--- src/rtl/fifo_rd_stream.sv ---
// rtl/fifo_rd_stream.sv - FIFO read port to registered valid/ready stream adapter
module fifo_rd_stream #(
  parameter int FIFO_WIDTH = 16,
  parameter int CNT_WIDTH  = 16
) (
  input  logic                  clk,
  input  logic                  rst_n,
  input  logic                  enable,
  input  logic                  fifo_empty,
  input  logic [FIFO_WIDTH-1:0] fifo_data_out,
  input  logic                  fifo_underflow,
  output logic                  fifo_rd_en,
  output logic                  m_valid,
  output logic [FIFO_WIDTH-1:0] m_data,
  input  logic                  m_ready,
  output logic [CNT_WIDTH-1:0]  rd_count,
  output logic                  underflow_err,
  input  logic                  clear_err
);

  // Two-entry output buffer: buf0 is the head presented on m_data, buf1 the tail.
  logic [1:0]            occ_q, occ_d;
  logic                  inflight_q, inflight_d;
  logic [FIFO_WIDTH-1:0] buf0_q, buf0_d;
  logic [FIFO_WIDTH-1:0] buf1_q, buf1_d;
  logic [CNT_WIDTH-1:0]  rd_count_q, rd_count_d;
  logic                  underflow_err_q, underflow_err_d;

  logic                  pop;
  logic                  push;
  logic [2:0]            committed;

  assign m_valid       = (occ_q != 2'd0);
  assign m_data        = buf0_q;
  assign rd_count      = rd_count_q;
  assign underflow_err = underflow_err_q;

  assign pop  = m_valid && m_ready;
  assign push = inflight_q && !fifo_underflow;

  // Slots already spoken for after this cycle's pop; a new read needs one free slot.
  // pop implies occ >= 1, so the subtraction never goes negative.
  assign committed  = {1'b0, occ_q} + {2'b00, inflight_q} - {2'b00, pop};
  // Read request is combinational so a same-cycle pop frees a slot immediately;
  // gated by rst_n so no read is requested while the buffer is held in reset.
  assign fifo_rd_en = rst_n && enable && !fifo_empty && (committed < 3'd2);

  // Next-state for the buffer, occupancy, counter and sticky error.
  always_comb begin
    occ_d           = occ_q;
    inflight_d      = fifo_rd_en;
    buf0_d          = buf0_q;
    buf1_d          = buf1_q;
    rd_count_d      = rd_count_q;
    underflow_err_d = underflow_err_q;

    unique case ({push, pop})
      2'b01: begin
        buf0_d = buf1_q;
        occ_d  = occ_q - 2'd1;
      end
      2'b10: begin
        if (occ_q == 2'd0) begin
          buf0_d = fifo_data_out;
        end else begin
          buf1_d = fifo_data_out;
        end
        occ_d = occ_q + 2'd1;
      end
      2'b11: begin
        // Head leaves; the older tail (if any) moves up ahead of the returning word.
        if (occ_q == 2'd2) begin
          buf0_d = buf1_q;
          buf1_d = fifo_data_out;
        end else begin
          buf0_d = fifo_data_out;
        end
      end
      default: begin
      end
    endcase

    if (pop) begin
      rd_count_d = rd_count_q + CNT_WIDTH'(1);
    end

    // A fresh underflow takes priority over a simultaneous clear.
    if (inflight_q && fifo_underflow) begin
      underflow_err_d = 1'b1;
    end else if (clear_err) begin
      underflow_err_d = 1'b0;
    end
  end

  // State registers; reset drops buffered and in-flight words at once.
  always_ff @(posedge clk or negedge rst_n) begin
    if (!rst_n) begin
      occ_q           <= 2'd0;
      inflight_q      <= 1'b0;
      buf0_q          <= '0;
      buf1_q          <= '0;
      rd_count_q      <= '0;
      underflow_err_q <= 1'b0;
    end else begin
      occ_q           <= occ_d;
      inflight_q      <= inflight_d;
      buf0_q          <= buf0_d;
      buf1_q          <= buf1_d;
      rd_count_q      <= rd_count_d;
      underflow_err_q <= underflow_err_d;
    end
  end

endmodule

--- config.mk ---
export PLATFORM = sky130hd
export DESIGN_NAME = fifo_rd_stream
export DESIGN_NICKNAME = d
export VERILOG_FILES = /design/src/rtl/fifo_rd_stream.sv
export SDC_FILE = /design/constraint.sdc
export NUM_CORES = 1
export LEC_CHECK = 0
export BUFFER_PORTS_ARGS = -buffer_cell sky130_fd_sc_hd__buf_2
export CAP_MARGIN = 20
export CELL_PAD_IN_SITES_DETAIL_PLACEMENT = 1
export CELL_PAD_IN_SITES_GLOBAL_PLACEMENT = 1
export CORE_ASPECT_RATIO = 1.5
export CORE_MARGIN = 1.5
export CORE_UTILIZATION = 37
export DETAILED_ROUTE_END_ITERATION = 10
export PLACE_DENSITY = 0.81
export SLEW_MARGIN = 20
export SYNTH_ARGS = -nofsm -noshare
export SYNTH_HDL_FRONTEND = slang
export SYNTH_SLANG_ARGS = --single-unit
--- constraint.sdc ---
create_clock -name clk -period 2.54 [get_ports clk]
set_clock_uncertainty 0.15 [all_clocks]
set_input_delay 0.508 -clock clk [delete_from_list [all_inputs] [get_ports clk]]
set_output_delay 0.508 -clock clk [all_outputs]
set_load 0.02 [all_outputs]
# Yosys cells after proc, flatten, opt, wreduce, memory -nomap -nowiden
# Cells that the tools add are included.
# op_classes
addsub,5
n_lt_le_gt_ge,1
n_eq_ne,7
mux,9
n_reduce_logical,16
# ops
operator,count
$mux W16,4
$pmux W16 S3,1
$pmux W16 S2,1
$add A16 B1 Y16 const B,1
$reduce_bool A2 Y1,4
$eq A2 B2 Y1 const B,3
$logic_and A1 B1 Y1,6
$ne A2 B2 Y1 const B,3
$pmux W2 S2,1
$add A2 B1 Y3,1
$lt A3 B2 Y1 const B,1
$reduce_and A3 Y1,1
$reduce_bool A3 Y1,1
$sub A3 B1 Y3,1
$add A2 B1 Y2 const B,1
$eq A2 B1 Y1 const B,1
$logic_not A1 Y1,2
$logic_not A2 Y1,1
$mux W1,2
$reduce_and A2 Y1,1
$sub A2 B1 Y2 const B,1
# totals
ff_bits,52
input_bits,23
output_inout_bits,35

# Logic depth before layout (Yosys ltp)
# Gate-level depths: netlist of the first run.
# depth
depth_word,5
ltp_mapped,9

# Least setup slack after synthesis of the first run
# OpenSTA, ideal clock, no wires.
# synth_timing
path_type,reg-to-output
start,register occ_q[1]
end,output fifo_rd_en
arrival_time_ns,2.184
t_required_ns,1.882
setup_slack_ns,-0.302
path_stages_with_launch,8
n_path_buf,0
path_cell_list,dfrtp_1 o21ai_4 inv_2 ha_1 nand2b_1 fa_1 nand4b_1 nor2_1
# synth_between
elab_chain_len,5
# synth_rtl
element,line,source
start: declaration,22,"logic [1:0] occ_q, occ_d;"
start signal: assignment,98,occ_q <= 2'd0;
start signal: assignment,105,occ_q <= occ_d;
$reduce_bool A2 Y1,33,assign m_valid = (occ_q != 2'd0);
$logic_and A1 B1 Y1,38,assign pop = m_valid && m_ready;
net pop,29,logic pop;
$sub A3 B1 Y3,43,"assign committed = {1'b0, occ_q} + {2'b00, inflight_q} - {2'b00, pop};"
$lt A3 B2 Y1,46,assign fifo_rd_en = rst_n && enable && !fifo_empty && (committed < 3'd2);
$logic_and A1 B1 Y1,46,
end: declaration,12,"output logic fifo_rd_en,"
# The timed path passes the listed nets, and every way through them passes these cells.

# Final worst setup path of the first run
# Ends and elaborated chain as after synthesis.

==> results of run 1 <==
-- area by class of cell --
type	count	area, um^2	share of cell area [%]
Multi-Input combinational cell	129	1020	35.2
Tap cell	74	92.6	3.20
Inverter	6	25.0	0.864
Clock inverter	2	15.0	0.518
Timing Repair Buffer	66	359	12.4
Sequential cell	52	1300	45.0
Clock buffer	6	82.6	2.85
-- cell usage after synthesis (all sizes together) --
| library cell | count | area (um^2) |
|---|---|---|
| nand3 | 4 | 20.0 |
| nor2 | 5 | 18.8 |
| nor3 | 1 | 5.00 |
| inv | 6 | 22.5 |
| nand4b | 1 | 8.76 |
| nor4 | 2 | 42.5 |
| and4 | 2 | 17.5 |
| a21oi | 1 | 16.3 |
| xnor2 | 12 | 105 |
| a32oi | 16 | 140 |
| a21o | 1 | 7.51 |
| fa | 1 | 20.0 |
| nor2b | 2 | 12.5 |
| dfrtp | 52 | 1300 |
| xor2 | 6 | 52.6 |
| buf | 9 | 71.3 |
| o21ai | 20 | 126 |
| mux2 | 16 | 180 |
| nand4 | 4 | 31.3 |
| and2b | 1 | 7.51 |
| nand2b | 2 | 15.0 |
| ha | 4 | 50.1 |
| nand2 | 27 | 109 |
| or2 | 1 | 6.26 |
-- flip-flops by register name, indices dropped and copies added, names as in the netlist --
register	flops
buf1_q	16
m_data	16
rd_count	16
occ_q	2
inflight_q	1
underflow_err	1
-- timing repair --
| action | in CTS | in global routing |
|---|---|---|
| buffers inserted | 2 | 0 |
| gates cloned | 0 | 0 |
| pin swaps | 2 | 1 |
| setup endpoints to repair | 1 | 1 |
| endpoints found under the hold margin | 0 | 0 |
| gates resized for setup | 2 | 0 |
| hold buffers | 0 | 0 |
-- cell families after synthesis --
family                   synth area share, %
AO/OA/AOI/OAI                           12.2
XOR/XNOR                                6.60
adder cells (fa/ha/maj)                 2.94
buffers and inverters                   3.93
flip-flops                              54.5
multiplexers                            7.55
AND/OR/NAND/NOR                         12.3
-- worst min-delay path by stage --
stage	start	end	slack, ns	depth (start not counted)
detailed placement	m_data[13]	m_data[13]	0.32	2
CTS	rst_n	m_data[0]	0.21	2
floorplan	rst_n	buf1_q[0]	0.06	0
finish	rst_n	inflight_q	0.19	2
global route	rst_n	buf1_q[15]	0.23	2
global placement	m_data[15]	m_data[15]	0.31	2
-- layer usage --
metal	vias up	global-route usage, %	wire, um
met1	891	19.7	2090
met4	0	5.08	36
met5	-	0	0
li1	815	-	-
met2	40	29.1	2940
met3	2	3.11	177
-- critical path, stage by stage (launching register included) --
cell      delay, ns
dfrtp_2        0.45
o21ai_4        0.19
inv_4          0.05
ha_4           0.20
nand2b_4       0.13
fa_1           0.48
nand4b_1       0.14
nor2_4         0.12
buf_6          0.12
-- power groups by stage --
stage | clock, mW | combinational, mW | sequential [mW]
4_1_cts | 0.522 | 1.29 | 1.35
3_3_place_gp | 0 | 1.21 | 1.34
3_5_place_dp | 0 | 1.26 | 1.37
5_1_grt | 0.549 | 1.40 | 1.39
2_1_floorplan | 0 | 0.658 | 1.57
6_report | 0.498 | 1.27 | 1.35
-- placed cells by master (no fill, tap or decap), drive strengths merged --
cell      synthesis  routed
o21ai            20      20
and4              2       2
dfrtp            52      52
mux2             16      16
clkinvlp          0       2
nand2            27      27
clkbuf            0       6
or2               1       1
buf               9      66
a32oi            16      16
inv               6       6
nand2b            2       2
a21oi             1       1
nor3              1       1
fa                1       1
nor4              2       2
nand3             4       4
nor2              5       5
xnor2            12      12
a21o              1       1
xor2              6       6
nand4             4       4
nor2b             2       2
ha                4       4
and2b             1       1
nand4b            1       1
==> qor.yml, run 1 <==
num_vias: 1748
io_pins: 58
setup_viol: 1
end_kind: "output pin"
dp.cells: 325
core_area_um2: 6170
violations: "setup timing"
drc: 0
leakage_nw: 1.41
crit_type: "reg -> out"
rsz0062_at_grt: "true"
period_needed_ns: 2.84
powerDensity_nw_per_um2: 1070
rr_startpoint: "occ_q[1]"
fin_cells: 335
vdd_ir_drop_max_uv: 521
diodes: 0
wl_per_cell_um: 15.7
fp.dieH_um: 101
num-nets-final: 288
r2r_slack_ns: 0.25
power_mw: 3.11
area_growth_pct: 21.3
path_clk_slew_ns: 0.09
antenna_left: 0
worstPathRequired_ns: 1.88
clock-root-buffer: "clkbuf_8"
r2r_cells: 8
syn_area_um2: 2390
fillCellCount: 698
cap_viol_max_count: 0
combinationalPowerShare_pct: 40.7
period_share_pct: 112
final_cell_area_um2: 2900
reg2reg_to: "buf1_q[9]"
cts_buffer_depth: 2
viasPerCell: 5.22
grt_use_total_pct: 16.5
grt_max_degree: 53
synth_nets: 224
holdWs_ns: 0.187
finalWeightedCongestion: 0.671
dr.pass1.iters: 4
synthCells: 196
ys_seq_elements: 52
hp-class: "in -> async"
status: "finished with violations"
first_iter_violations: 108
drive_above_1_share_pct: 38.7
antenna_found_initial: 0
cts_buffers: 5
rows: 35
p_int_mw: 1.90
endpoint: "fifo_rd_en"
overflow: 0
switching_share_pct: 39.1
relSlewSlack_pct: 56.2
p_sw_mw: 1.22
grt_pass1_vias: 1760
wl_mm: 5.24
tns_ns: -0.297
final.setup.worst_slack_ns: -0.297
clkPwrFrac_pct: 16.0
yosys_warnings: 0
finalMaxSlewViolations: 0
cts_sinks: 52
worst_setup_path_start_kind: "flip-flop"
die_w_um: 68.6
dp_hpwl_mm: 3.84
fin_util_pct: 46.9
grt_pass1_wl_mm: 8.61
cp_max_fo: 2
max_freq_mhz: 353
arrival_ns: 2.18
dpl-instance-area_um2: 2780
cts.htree.levels: 2
dp_slack_ns: -0.109
finalHoldViolCount: 0
cp-startpoint: "occ_q[1]"
pwr-share-seq_pct: 43.3
dieArea_um2: 6950
ys_seq_area_share_pct: 54.5
synthDistinctLibCells: 34
worst_pin_slew_ns: 0.657
port_buffers: 57
clock_latency_ns: 0.30
cts_tree: "built"
start_util_pct: 38.7
syn_area_per_cell_um2: 12.2
No activity file was read; power rests on OpenSTA's default activity.
==> run 2: changes to the inputs <==
- GPL_TIMING_DRIVEN: default -> 0
==> qor.yml, run 2 (synthesis results as in run 1) <==
regArea_um2: 1300  # unchanged
core_area_um2: 6170  # unchanged
drc: 0  # unchanged
worst_pin_slew_ns: 0.675  # +0.0182 ns
power_mw: 3.23  # +3.9%
r2r_slack_ns: 0.16  # -0.09 ns
status: "finished with violations"
met3_usage_pct: 3.33  # +0.22 points
dp_hpwl_mm: 3.91  # +1.8%
viasPerCell: 5.11  # -2.0%
port_buffers: 57  # unchanged
combinationalPowerShare_pct: 39.8  # -0.9 points
period_share_pct: 114  # +2.2 points
rows: 35  # unchanged
tns_ns: -0.354  # -0.0569 ns
final.setup.worst_slack_ns: -0.354  # -0.0569 ns
num-nets-final: 294  # +2.1%
dr.pass1.iters: 3  # -1
cp_max_fo: 3  # +1
rr_startpoint: "inflight_q"
arrival_ns: 2.24  # +0.06 ns
fp.dieH_um: 101  # unchanged
cts_buffer_depth: 2  # unchanged
switching_share_pct: 37.6  # -1.5 points
hold_buffers: 0  # unchanged
overflow: 0  # unchanged
use_met1_pct: 18.0  # -1.8 points
violations: "setup timing"
leakage_nw: 1.46  # +3.4%
antenna_found_initial: 0  # unchanged
powerDensity_nw_per_um2: 1090  # +1.3%
start_util_pct: 38.7  # unchanged
dieArea_um2: 6950  # unchanged
first_iter_violations: 54  # -50%
setup_viol: 1  # unchanged
vdd_ir_drop_max_uv: 653  # +25%
crit_type: "reg -> out"
p_int_mw: 2.02  # +6.4%
finalMaxSlewViolations: 0  # unchanged
drive_above_1_share_pct: 40.1  # +1.4 points
grt_pass1_wl_mm: 8.47  # -1.7%
clock-root-buffer: "clkbuf_8"
clock_latency_ns: 0.29  # about the same
relSlewSlack_pct: 55.0  # -1.2 points
wl_per_cell_um: 15.2  # -3.0%
fillCellCount: 696  # -0.29%
grt.met2_usage_pct: 30.0  # +0.81 points
worst_setup_path_start_kind: "flip-flop"
antenna_left: 0  # unchanged
diodes: 0  # unchanged
area_growth_pct: 24.4
io_pins: 58  # unchanged
cts_buffers: 5  # unchanged
grt_busiest_layer: "met2"
end_kind: "output pin"
hp-class: "in -> async"
clkPwrFrac_pct: 18.3  # +2.3 points
p_sw_mw: 1.22  # about the same
finalWeightedCongestion: 0.736  # +9.6%
multi_input_area_um2: 1020  # unchanged
num_vias: 1743  # -0.29%
finalHoldViolCount: 0  # unchanged
reg2reg_to: "buf1_q[9]"
final_common_cell: "buf_2"
wl_mm: 5.18  # -1.3%
worstPathRequired_ns: 1.88  # about the same
final_cell_mix: "57 x buf_2, 51 x dfrtp_1, 26 x nand2_1"
die_w_um: 68.6  # unchanged
r2r_cells: 9  # +1
path_clk_slew_ns: 0.10  # about the same
cts_tree: "built"
grt_use_total_pct: 16.1  # -0.37 points
grt_max_degree: 54  # +1.9%
period_needed_ns: 2.89  # +0.0569 ns
cts_sinks: 52  # unchanged
cap_viol_max_count: 0  # unchanged
cts.htree.levels: 2  # unchanged
max_freq_mhz: 346  # -2.0%
rsz0062_at_grt: "true"
grt_pass1_vias: 1842  # +4.7%
pwr-share-seq_pct: 41.9  # -1.4 points
## run 2: worst max-delay path by stage
stage	start	to	slack, ns	cells after the start
floorplan	occ_q[1]	fifo_rd_en	-0.11	7
global placement	occ_q[1]	fifo_rd_en	-0.40	8
detailed placement	occ_q[1]	fifo_rd_en	-0.40	8
CTS	occ_q[0]	fifo_rd_en	-0.40	9
global route	occ_q[1]	fifo_rd_en	-0.46	8
finish	occ_q[1]	fifo_rd_en	-0.35	8
## run 2: through the flow
stage	util (%)	std cells	setup slack, ns	cell area [um^2]	hold slack, ns
final	48.1	341	-0.354	2970	0.0748
after global routing	48.1	341	-0.457	2970	0.112
after CTS	47.9	339	-0.405	2960	0.107
after detailed placement	45.3	327	-0.403	2800	0.323
after global placement	45.3	327	-0.403	2800	0.313
after floorplan	-	196	-0.112	2420	0.0624
## run 2: cell type report
type	count	area share [%]
well taps	74	3.12
plain buffers	8	2.11
flip-flops and latches	52	43.9
clock inverters	2	1.31
repair buffers	64	11.7
multi-input cells	129	34.3
clock buffers	6	2.78
inverters	6	0.842
## run 2: metal layers
layer  wire [um]  vias up
met4          40        0
met5           0        -
met2        3050       32
li1            -      833
met1        1900      874
met3         186        4
## run 2: power by group through the flow
stage	logic (mW)	clock network [mW]	registers (mW)
final	1.28	0.592	1.36
after global routing	1.43	0.638	1.40
after CTS	1.29	0.611	1.37
after detailed placement	1.26	0	1.39
after global placement	1.21	0	1.36
after floorplan	0.658	0	1.57
## run 2: what timing repair did
action,CTS,global route
endpoints found under the setup margin,1,11
pin swaps,3,4
buffers inserted,4,3
gates resized for setup,2,2
## run 2: critical path, stage by stage (launching register included)
cell and delay [ns]:
dfrtp_2 0.45, o21ai_4 0.20, inv_4 0.05, ha_4 0.20, nand2b_4 0.13, fa_1 0.51, nand4b_1 0.15, nor2_4 0.14
buf_6 0.12
==> run 3: changes to the inputs <==
- PLACE_DENSITY: 0.81 -> default
- PLACE_DENSITY_LB_ADDON: default -> 0.15
==> qor.yml, run 3 (synthesis results as in run 1) <==
path_clk_slew_ns: 0.10  # about the same
crit_family: "adder cells"
r2r_slack_ns: 0.17  # about the same
final.setup.worst_slack_ns: -0.379  # -0.0257 ns
slowest_stage: "fa_1"
hold_buffers: 0  # unchanged
r2r_cells: 9  # unchanged
period_share_pct: 115  # +1.0 points
io_pins: 58  # unchanged
reg2reg_to: "buf1_q[13]"
crit_buf_inv: 2  # unchanged
rr_startpoint: "inflight_q"
grt_pass1_wl_mm: 8.67  # +2.4%
path_cells: "o21ai_4, inv_4, ha_4, nand2b_4, fa_1, nand4b_1, nor2_4, buf_6"
hp-class: "in -> async"
violations: "setup timing"
leakage_nw: 1.46  # +0.30%
drc: 0  # unchanged
dpl-instance-area_um2: 2800  # unchanged
cap_viol_max_count: 0  # unchanged
num-nets-final: 296  # +0.68%
worst_setup_path_start_kind: "flip-flop"
fin_cells: 343  # +0.59%
power_mw: 3.25  # +0.59%
relSlewSlack_pct: 56.4  # +1.4 points
worst_pin_slew_ns: 0.655  # -0.0204 ns
viasPerCell: 5.13  # +0.44%
num_vias: 1761  # +1.0%
overflow: 0  # unchanged
status: "finished with violations"
setup_viol: 1  # unchanged
cts.htree.levels: 2  # unchanged
clock-root-buffer: "clkbuf_8"
core_area_um2: 6170  # unchanged
vdd_ir_drop_max_uv: 352  # -46%
cts_buffer_depth: 2  # unchanged
finalMaxSlewViolations: 0  # unchanged
cp_max_fo: 5  # +2
final_cell_area_um2: 2990  # +0.51%
antenna_found_initial: 0  # unchanged
dp_hpwl_mm: 3.82  # -2.2%
area_growth_pct: 25.1
cts_tree: "built"
rsz0062_at_grt: "true"
port_buffers: 57  # unchanged
antenna_left: 0  # unchanged
crit_type: "reg -> out"
grt_max_degree: 54  # unchanged
wl_per_cell_um: 15.4  # +1.2%
end_kind: "output pin"
diodes: 0  # unchanged
grt_pass1_vias: 1837  # -0.27%
dp.cells: 327  # unchanged
clock_latency_ns: 0.30  # about the same
period_needed_ns: 2.92  # +0.0257 ns
cts_buffers: 5  # unchanged
start_util_pct: 38.7  # unchanged
critPathMaxStageDelay_ns: 0.48  # -0.03 ns
first_iter_violations: 75  # +39%
wl_mm: 5.27  # +1.8%
powerDensity_nw_per_um2: 1090  # about the same
die_w_um: 68.6  # unchanged
fp.dieH_um: 101  # unchanged
worstPathRequired_ns: 1.88  # about the same
final_common_cell: "buf_2"
final_cell_mix: "57 x buf_2, 51 x dfrtp_1, 26 x nand2_1"
arrival_ns: 2.26  # +0.02 ns
dieArea_um2: 6950  # unchanged
grt_use_total_pct: 16.8  # +0.66 points
fillCellCount: 695  # -0.14%
finalWeightedCongestion: 0.699  # -5.0%
drive_above_1_share_pct: 40.9  # +0.82 points
rows: 35  # unchanged
dr.pass1.iters: 4  # +1
finalHoldViolCount: 0  # unchanged
cts_sinks: 52  # unchanged
max_freq_mhz: 343  # -0.88%
-- run 3: layout make-up --
type	instances	area, um^2	share of cell area (%)
clock inverters	3	42.5	1.42
multi-input cells	129	1020	34.2
well taps	74	92.6	3.10
plain buffers	9	77.6	2.60
flip-flops and latches	52	1300	43.6
repair buffers	65	354	11.9
clock buffers	5	68.8	2.31
inverters	6	25.0	0.838
-- run 3: per-stage QoR --
stage	utilization, %	hold WS, ns	TNS (ns)	setup WS [ns]
4_1_cts	47.6	0.107	-0.439	-0.439
3_3_place_gp	45.3	0.308	-5.15	-0.386
3_5_place_dp	45.3	0.308	-5.84	-0.372
2_1_floorplan	-	0.0624	-0.112	-0.112
5_1_grt	48.3	0.136	-0.461	-0.461
6_report	48.3	0.0741	-0.379	-0.379
-- run 3: worst register-to-register path, stage by stage, from the launching register on --
cell and delay [ns]:
dfrtp_1 0.38, and2b_1 0.20, buf_4 0.22, buf_6 0.18, ha_1 0.20, nor2b_2 0.19, o21ai_2 0.08, nand2_4 0.13
buf_6 0.17, mux2_2 0.35
-- run 3: how the worst max path moves through the flow --
stage / startpoint / to / slack (ns) / cells after the start
after floorplan: occ_q[1] / fifo_rd_en / -0.11 / 7
after global placement: occ_q[1] / fifo_rd_en / -0.39 / 8
after detailed placement: occ_q[1] / fifo_rd_en / -0.37 / 8
after CTS: occ_q[0] / fifo_rd_en / -0.44 / 9
after global routing: occ_q[1] / fifo_rd_en / -0.46 / 8
final: occ_q[1] / fifo_rd_en / -0.38 / 8
-- run 3: repair_timing --
action	in CTS	in global routing
resized for setup	3	2
buffers inserted	3	5
pin swaps	3	3
endpoints found under the setup margin	10	11
gates cloned	0	0
-- run 3: layer usage --
layer	wire (um)	GRT usage (%)	up-vias	part of all wire (%)
li1	-	-	836	-
met1	2150	19.7	879	41
met2	2830	30.0	41	54
met3	216	3.11	5	4.1
met4	74	5.54	0	1.4
met5	0	0	-	0
-- run 3: where the power goes --
| group | total, mW | switching (mW) | leakage (nW) | internal (mW) |
|---|---|---|---|---|
| Clock | 0.572 | 0.280 | 0.0541 | 0.292 |
| Combinational | 1.33 | 0.748 | 0.736 | 0.579 |
| Sequential | 1.35 | 0.208 | 0.673 | 1.14 |
| Total | 3.25 | 1.24 | 1.46 | 2.02 |
